--- src/rtl/axi_slave_mux_w.sv ---
// Write-path slave mux: routes one outstanding AW/W/B transaction to slave 0, slave 1
// or an internal DECERR responder, using the address decode captured at the AW handshake.
module axi_slave_mux_w #(
    parameter int                    ADDR_WIDTH = 32,
    parameter int                    ID_WIDTH   = 1,
    parameter int                    USER_WIDTH = 1,
    parameter logic [ADDR_WIDTH-1:0] S0_BASE    = 32'h0000_0000,
    parameter logic [ADDR_WIDTH-1:0] S0_MASK    = 32'hF000_0000,
    parameter logic [ADDR_WIDTH-1:0] S1_BASE    = 32'h1000_0000,
    parameter logic [ADDR_WIDTH-1:0] S1_MASK    = 32'hF000_0000
) (
    input  logic                  ACLK,
    input  logic                  ARESETn,
    input  logic [ADDR_WIDTH-1:0] s_AWADDR,
    input  logic [ID_WIDTH-1:0]   s_AWID,
    input  logic                  s_AWVALID,
    input  logic                  s_WVALID,
    input  logic                  s_WLAST,
    input  logic                  s_BREADY,
    output logic                  m_AWREADY,
    output logic                  m_WREADY,
    output logic [ID_WIDTH-1:0]   m_BID,
    output logic [1:0]            m_BRESP,
    output logic [USER_WIDTH-1:0] m_BUSER,
    output logic                  m_BVALID,
    output logic                  s0_AWVALID,
    output logic                  s0_WVALID,
    output logic                  s0_BREADY,
    input  logic                  s0_AWREADY,
    input  logic                  s0_WREADY,
    input  logic                  s0_BVALID,
    input  logic [ID_WIDTH-1:0]   s0_BID,
    input  logic [1:0]            s0_BRESP,
    input  logic [USER_WIDTH-1:0] s0_BUSER,
    output logic                  s1_AWVALID,
    output logic                  s1_WVALID,
    output logic                  s1_BREADY,
    input  logic                  s1_AWREADY,
    input  logic                  s1_WREADY,
    input  logic                  s1_BVALID,
    input  logic [ID_WIDTH-1:0]   s1_BID,
    input  logic [1:0]            s1_BRESP,
    input  logic [USER_WIDTH-1:0] s1_BUSER,
    output logic [1:0]            dbg_state_o
);
    typedef enum logic [1:0] {ST_IDLE = 2'd0, ST_DATA = 2'd1, ST_RESP = 2'd2} state_e;
    typedef enum logic [1:0] {SEL_S0 = 2'd0, SEL_S1 = 2'd1, SEL_ERR = 2'd2} sel_e;

    state_e              state_q, state_d;
    sel_e                sel_q, sel_d, dec_sel;
    logic [ID_WIDTH-1:0] err_id_q, err_id_d;
    logic                hit0, hit1;

    assign hit0 = ((s_AWADDR & S0_MASK) == S0_BASE);
    assign hit1 = ((s_AWADDR & S1_MASK) == S1_BASE);

    always_comb begin
        dec_sel = SEL_ERR;
        if (hit0)      dec_sel = SEL_S0;
        else if (hit1) dec_sel = SEL_S1;
    end

    always_ff @(posedge ACLK or negedge ARESETn) begin
        if (!ARESETn) begin
            state_q  <= ST_IDLE;
            sel_q    <= SEL_S0;
            err_id_q <= '0;
        end else begin
            state_q  <= state_d;
            sel_q    <= sel_d;
            err_id_q <= err_id_d;
        end
    end

    // Every channel uses valid/ready: a transfer happens in the cycle where both are high;
    // all valid/ready paths are combinational and the unselected slave always sees 0.
    always_comb begin
        state_d     = state_q;
        sel_d       = sel_q;
        err_id_d    = err_id_q;
        m_AWREADY   = 1'b0;
        m_WREADY    = 1'b0;
        m_BID       = '0;
        m_BRESP     = 2'b00;
        m_BUSER     = '0;
        m_BVALID    = 1'b0;
        s0_AWVALID  = 1'b0;
        s0_WVALID   = 1'b0;
        s0_BREADY   = 1'b0;
        s1_AWVALID  = 1'b0;
        s1_WVALID   = 1'b0;
        s1_BREADY   = 1'b0;
        dbg_state_o = 2'b00;
        // Outputs are held at 0 for the whole time reset is asserted.
        if (ARESETn) begin
            dbg_state_o = state_q;
            case (state_q)
                ST_IDLE: begin
                    case (dec_sel)
                        SEL_S0: begin
                            s0_AWVALID = s_AWVALID;
                            m_AWREADY  = s0_AWREADY;
                        end
                        SEL_S1: begin
                            s1_AWVALID = s_AWVALID;
                            m_AWREADY  = s1_AWREADY;
                        end
                        default: m_AWREADY = 1'b1;
                    endcase
                    if (s_AWVALID && m_AWREADY) begin
                        state_d  = ST_DATA;
                        sel_d    = dec_sel;
                        err_id_d = s_AWID;
                    end
                end
                ST_DATA: begin
                    case (sel_q)
                        SEL_S0: begin
                            s0_WVALID = s_WVALID;
                            m_WREADY  = s0_WREADY;
                        end
                        SEL_S1: begin
                            s1_WVALID = s_WVALID;
                            m_WREADY  = s1_WREADY;
                        end
                        default: m_WREADY = 1'b1;
                    endcase
                    if (s_WVALID && m_WREADY && s_WLAST) state_d = ST_RESP;
                end
                ST_RESP: begin
                    case (sel_q)
                        SEL_S0: begin
                            m_BVALID  = s0_BVALID;
                            m_BID     = s0_BID;
                            m_BRESP   = s0_BRESP;
                            m_BUSER   = s0_BUSER;
                            s0_BREADY = s_BREADY;
                        end
                        SEL_S1: begin
                            m_BVALID  = s1_BVALID;
                            m_BID     = s1_BID;
                            m_BRESP   = s1_BRESP;
                            m_BUSER   = s1_BUSER;
                            s1_BREADY = s_BREADY;
                        end
                        default: begin
                            m_BVALID = 1'b1;
                            m_BID    = err_id_q;
                            m_BRESP  = 2'b11;
                        end
                    endcase
                    if (m_BVALID && s_BREADY) state_d = ST_IDLE;
                end
                default: state_d = ST_IDLE;
            endcase
        end
    end
endmodule

--- config.mk ---
export PLATFORM = sky130hd
export DESIGN_NAME = axi_slave_mux_w
export DESIGN_NICKNAME = d
export VERILOG_FILES = /design/src/rtl/axi_slave_mux_w.sv
export SDC_FILE = /design/constraint.sdc
export NUM_CORES = 1
export LEC_CHECK = 0
export ABC_AREA = 1
export BUFFER_PORTS_ARGS = -buffer_cell sky130_fd_sc_hd__buf_2
export CAP_MARGIN = 20
export CORE_MARGIN = 2
export CORE_UTILIZATION = 32
export DETAILED_ROUTE_END_ITERATION = 7
export PLACE_DENSITY = 0.84
export SLEW_MARGIN = 20
export SYNTH_ARGS = -nofsm -noshare
export SYNTH_HDL_FRONTEND = slang
export SYNTH_SLANG_ARGS = --single-unit
--- constraint.sdc ---
create_clock -name ACLK -period 2.73 [get_ports ACLK]
set_input_delay 0.1365 -clock ACLK [delete_from_list [all_inputs] [get_ports ACLK]]
set_output_delay 0.1365 -clock ACLK [all_outputs]
set_load 0.01 [all_outputs]
* Word-level counts from Yosys, hierarchy flattened
Cells that the tools add are included.
Storage, ports and cells: register bits 5, latch bits 0, memory bits (writable) 0, ROM bits 0, input port bits 53, output and inout bits 15, memories kept 0
Cells by class: add/subtract/negate cells 0, $mul 0, div/mod/pow operators 0, magnitude comparators 0, eq/ne operators 8, shift operators 0, muxes and demuxes 49, bitwise gates (word level) 0, reductions and logical operators 10
Operator list (number):
- $mux 1 | 34
- $logic_not 32->1 | 1
- $mux 2 | 8
- $pmux 1 s2 | 5
- $eq 2x1->1 const B | 3
- $logic_not 2->1 | 3
- $ne 2x2->1 const B | 3
- $pmux 2 s3 | 1
- $eq 4x1->1 const B | 1
- $logic_and 1x1->1 | 4
- $pmux 2 s2 | 1
- $reduce_and 4->1 | 1
- $reduce_and 3->1 | 1
- $eq 2x2->1 const B | 1

* Logic depth before layout (Yosys ltp)
Gate-level depths: netlist of run 1.
depth after elaboration 10, depth in mapped cells 8, gate-level depth less buffers 8

* Worst setup path before layout of run 1
Ideal clock, no wire load.
kind register to output, start reg state_q[0], end out s0_AWVALID, arrival 1.101 ns, slack 1.493 ns, cell stages (with the launch flop) 6, path through dfrtp_1 inv_1 nand2_1 nor3b_4 inv_1 nor3_1
On the way: word-level cells in the longest chain between the ends 3
RTL lines:
- start, declared | line 49 | state_e state_q, state_d;
- start signal, assigned | line 69 | state_q <= state_d;
- $logic_not 2->1 | line 97 | case (state_q)
- $mux 1 | line 97
- $mux 1 | line 95 | if (ARESETn) begin
- end, declared | line 26 | output logic s0_AWVALID,
No other way between the ends.

* Worst setup path after layout of run 1
start in ARESETn, end out m_BRESP[0]
On the way: word-level cells in the longest chain between the ends 1
RTL lines:
- start, declared | line 13 | input logic ARESETn,
- $mux 2 | line 95
- end, declared | line 23 | output logic [1:0] m_BRESP,
No other way between the ends.

==> run metrics, run 1 <==
sw power=0.2054 mW; final total power=roughly 0.46 mW; Seq pwr share=28.7%; crit path kind=input pin to primary output; outcome=finished, final reports clean; Arr. time, crit path=1580 ps; Post-Place Setup Slack=approximately 1400 ps; worst setup path startpoint=ARESETn; Crit Reg-Reg Startpoint=sel_q[1]; setup slack, reg-to-reg=1490 ps; total track usage=16.11%; fraction of layout cells with a size suffix above 1=36.43%; die area=1866 sq um; placed cells=140; reg2reg end=state_q[1]; period utilisation layout=between 60% and 70%; Synth Area per Inst=between 5 and 6 sq um; total of max-cap violations=0; CTS HTree Levels=1; Leak Pwr=~0.50 nW; First-pass DRT Iterations=4; fin. max-slew vios=0; Final Hold Vio Count=0; Hold Startpoint=s_AWID; Sw Share=45.05%; Via density=4.710; Synth area leaders=dfrtp_1, nand2_1, inv_1; FF+latch count, synth=5; Slew @ Worst Pin=314.3 ps; sequential cell area fraction in the yosys report=between 20% and 30%; final setup margin=1010 ps; area of the multi-input gates=287.8 sq um; Vert. Die Dim=between 40 and 50 um; post-route ant nets=0; top_reg_cell synth=dfrtp_1; grt ovf=0; syn_nets=138; post-synth top area cell=dfrtp_1; area grow syn2layout=51.14%; initial antenna violation count=0; Rel. slew slack=78.97%; root buffer cell=clkbuf_4; Register Area=125.1 sq um; minimum clock period=roughly 1700 ps; Comb power frac=52.7%; yosys warns=0; latest clock arrival within the worst-skew pair=roughly 240 ps; Setup-failing EPs final=0; commonest non-fill, non-tap cell in the layout=buf_2; Yosys top cell area share=25.45%; Starting Density=33.42%; final instance count without filler cells=roughly 150; Nets=183; Mapped Area=491.7 sq um; hold worst-path end=err_id_q; vias in the first global route=between 600 and 700; Inserted Diodes=0; # IOs=68; Worst-path clk slew=40 ps; routed via count=~700; Final TNS setup=0 ps; Core ar.=1471 sq um; Routed WL=around 1300 um; port buffer count=39; dpl hpwl=1169 um; clk sink count=5; Syn Inst Count=85; Fmax=0.5813 GHz; CTS buffer count=3; clock power share=a little under a fifth; crit end category=primary output; R2R cell count=6; pwr dens=approximately 610 nW/um^2; setup repair after global routing missed its margin=false; chip width=43.20 um; internal power=0.2506 mW; largest net degree at the start of global routing=12; DRC=0; worst vdd rail ir drop=254.9 uV; WL per Instance=9.062 um; Netlist cell types=16; clk_skew=between 4 and 5 ps; CP Launch Type=input pin; Hold Path Class=input pin to flip-flop; most frequent cells in the layout=buf_2, nand2_1, inv_1; initial DRC count=9; global-route wire length before repair=2270 um; async set-or-reset flop fraction in the synthesized netlist=between 90% and 100%; Critical Path RT=roughly 2600 ps; TritonCTS clock tree=done; hold path cells=3; number of enable flip-flop cells after synthesis=0; placer congestion estimate=0.7447; Clock Path Buffers=2; filler cell count in the final layout=172; Rows=14; Max FO, Critical Path=11
worst max-delay path by stage:
stage / endpoint / slack, ps / depth (start not counted)
after detailed placement: m_BRESP[0] / 1380 / 4
after global placement: m_BRESP[0] / 1410 / 4
after global routing: s0_AWVALID / 830 / 7
after CTS: m_BRESP[0] / 990 / 8
after floorplan: s0_AWVALID / 1490 / 5
final: m_BRESP[0] / 1010 / 8
registers in the layout (all words and copies together) (netlist names):
register and flops:
state_q 2, err_id_q 1, sel_q 2
layout make-up:
class                      count  share of cell area [%]
clock buffer                   4                   3.535
inverter                      21                   10.61
multi-input combinational     59                   38.72
sequential                     5                   16.84
tap                           16                   2.694
timing repair buffer          40                   27.61
cells by family after synthesis:
logic type      synth area share [%]
simple gates                   49.37
buf+inv                        16.03
compound gates                 9.160
flops                          25.45
per-stage QoR:
step,area (sq um),hold WS [ps],utilization (%)
5_1_grt,743.2,151.5,50.51
2_1_floorplan,491.7,-159.1,-
6_report,743.2,138.0,50.51
3_5_place_dp,706.9,-6.846,48.04
3_3_place_gp,706.9,-10.26,48.04
4_1_cts,743.2,138.8,50.51
synthesized netlist by cell type (2+ instances only):
cell type / number
nand2_1: 30
nor3_1: 3
o21ai_1: 2
inv_1: 20
nand3_1: 8
nor2_1: 6
dfrtp_1: 5
nor4_1: 2
o221a_2: 2
critical path: stages:
cell and delay [ps]:
dlygate4sd3_1 520, buf_2 220, nand2_1 80, inv_1 80
nand2_1 130, inv_1 120, o221a_2 170, buf_2 120
what timing repair did:
item	4_1_cts	5_1_grt
gates resized for setup	0	0
endpoints found under the hold margin	5	0
hold buffers	1	0
setup buffers	0	0
power by group through the flow:
stage / combinational (mW) / clock (mW) / sequential, mW
4_1_cts: 0.243 / 0.0882 / 0.131
3_3_place_gp: 0.231 / 0 / 0.129
3_5_place_dp: 0.241 / 0 / 0.132
5_1_grt: 0.276 / 0.0966 / 0.134
6_report: 0.240 / 0.0849 / 0.131
2_1_floorplan: 0.166 / 0 / 0.124
per-layer routing:
metal	share of wire [%]	wire length [um]	track usage, %	vias to the layer above
li1	-	-	-	353
met1	41	537	18.02	291
met2	47	620	27.76	34
met3	9.1	120	2.553	5
met4	2.7	35	10.30	0
met5	0	0	0	-
No activity file was read; power rests on OpenSTA's default activity.
==> run 2, diff against run 1 <==
CORE_UTILIZATION = 30   (was 32)
PLACE_DENSITY = 0.79   (was 0.84)
clock period = 1.62 ns   (was 2.73 ns; I/O delays follow)
==> run metrics, run 2 (synthesis gave the netlist of run 1 again) <==
Nets=approximately 180; routed via count=between 600 and 700; CTS buffer count=3; chip width=44.49 um; placer congestion estimate=0.7449; worst vdd rail ir drop=between 400 and 500 uV; final hold slack=89.65 ps; CP cell instances=nor2_2 > inv_1 > o221a_2 > buf_2; Leak Pwr=between 0.4 and 0.5 nW; # IOs=68; post-route ant nets=0; total of max-cap violations=0; setup repair after global routing missed its margin=false; most frequent cells in the layout=buf_2, nand2_1, inv_1; First-pass DRT Iterations=4; Clock Path Buffers=2; fraction of layout cells with a size suffix above 1=39.53%; global-route wire length before repair=2235 um; Starting Density=32.27%; clk_skew=~5.3 ps; die area=1979 sq um; DRC=0; grt ovf=0; initial DRC count=7; Final Hold Vio Count=0; CP peak stage delay=420 ps; Inserted Diodes=0; Hold Path Class=input pin to flip-flop; vias in the first global route=575; Max FO, Critical Path=5; R2R cell count=8; Fmax=roughly 0.68 GHz; post-route cell area=about 750 sq um; Slowest cell on crit path=dfrtp_1; fin. max-slew vios=0; Slew @ Worst Pin=roughly 270 ps; Vert. Die Dim=approximately 44 um; pwr dens=1057 nW/um^2; port buffer count=39; Rel. slew slack=between 80 and 90%; Worst-path clk slew=about 40 ps; Core ar.=1524 sq um; Routed WL=1456 um; outcome=finished, final reports clean; WL per Instance=about 10 um; setup bufs post-CTS=0; period utilisation layout=roughly 91%; CP Launch Type=flip-flop; initial antenna violation count=0; Via density=4.717; Rows=14; crit path kind=flip-flop to primary output; area grow syn2layout=53.18%; root buffer cell=clkbuf_4; Critical Path RT=between 1500 and 2000 ps; hold path cells=3; Final TNS setup=0 ps; DP Area=a little over 700 sq um; clk sink count=5; dpl hpwl=1226 um; final total power=roughly 0.80 mW; crit end category=primary output; TritonCTS clock tree=done; minimum clock period=1480 ps; CTS HTree Levels=1; Setup-failing EPs final=0; latest clock arrival within the worst-skew pair=250 ps; Largest regs=sel_q (2), state_q (2), err_id_q (1); Arr. time, crit path=around 1400 ps; total track usage=15.24%; commonest non-fill, non-tap cell in the layout=buf_2; largest net degree at the start of global routing=8
-- run 2: timing repair --
item,CTS,global route
resized for setup,0,4
endpoints found under the hold margin,5,0
hold buffers,1,0
endpoints found under the setup margin,0,5
-- run 2: final cells by class --
class | instances | area [sq um]
clock buffers | 4 | 26.28
fillers | 166 | 770.7
flip-flops and latches | 5 | 125.1
repair buffers | 40 | 205.2
inverters | 21 | 78.83
multi-input cells | 59 | 297.8
well taps | 16 | 20.02
-- run 2: power breakdown --
group	total (mW)	switching, mW	internal, mW
Sequential	0.227	0.0519	0.175
Combinational	0.423	0.261	0.162
Clock	0.146	0.0529	0.0932
-- run 2: path summary, 6_finish.rpt --
check                      startpoint         end  slack, ps
min in group asynchronous     ARESETn    sel_q[1]        320
min reg2reg                  err_id_q    err_id_q        510
max in group asynchronous     ARESETn  state_q[1]       1110
max                          sel_q[1]  m_BRESP[1]        140
min                            s_AWID    err_id_q         90
max reg2reg                  sel_q[0]  state_q[1]        430
-- run 2: critical path: cells and delay by family, from the launching register on --
kind | cells | cell delay [ps]
buffers and inverters | 2 | 250
AOI/OAI and AO/OA | 1 | 240
and+or+nand+nor | 1 | 240
DFF | 1 | 420
-- run 2: stage by stage --
step / std cells / setup slack, ps / utilization (%)
after detailed placement: 140 / 300.7 / 46.39
final: 145 / 140.2 / 49.43
after floorplan: 85 / 438.4 / -
after global routing: 145 / 27.07 / 49.43
after global placement: 140 / 318.0 / 46.39
after CTS: 145 / 33.54 / 48.77
-- run 2: metal layers --
| layer | track usage (%) | wire length (um) |
|---|---|---|
| met1 | 16.58 | 593 |
| met3 | 2.857 | 124 |
| met4 | 5.455 | 10 |
| met5 | 0 | 0 |
| met2 | 28.70 | 727 |
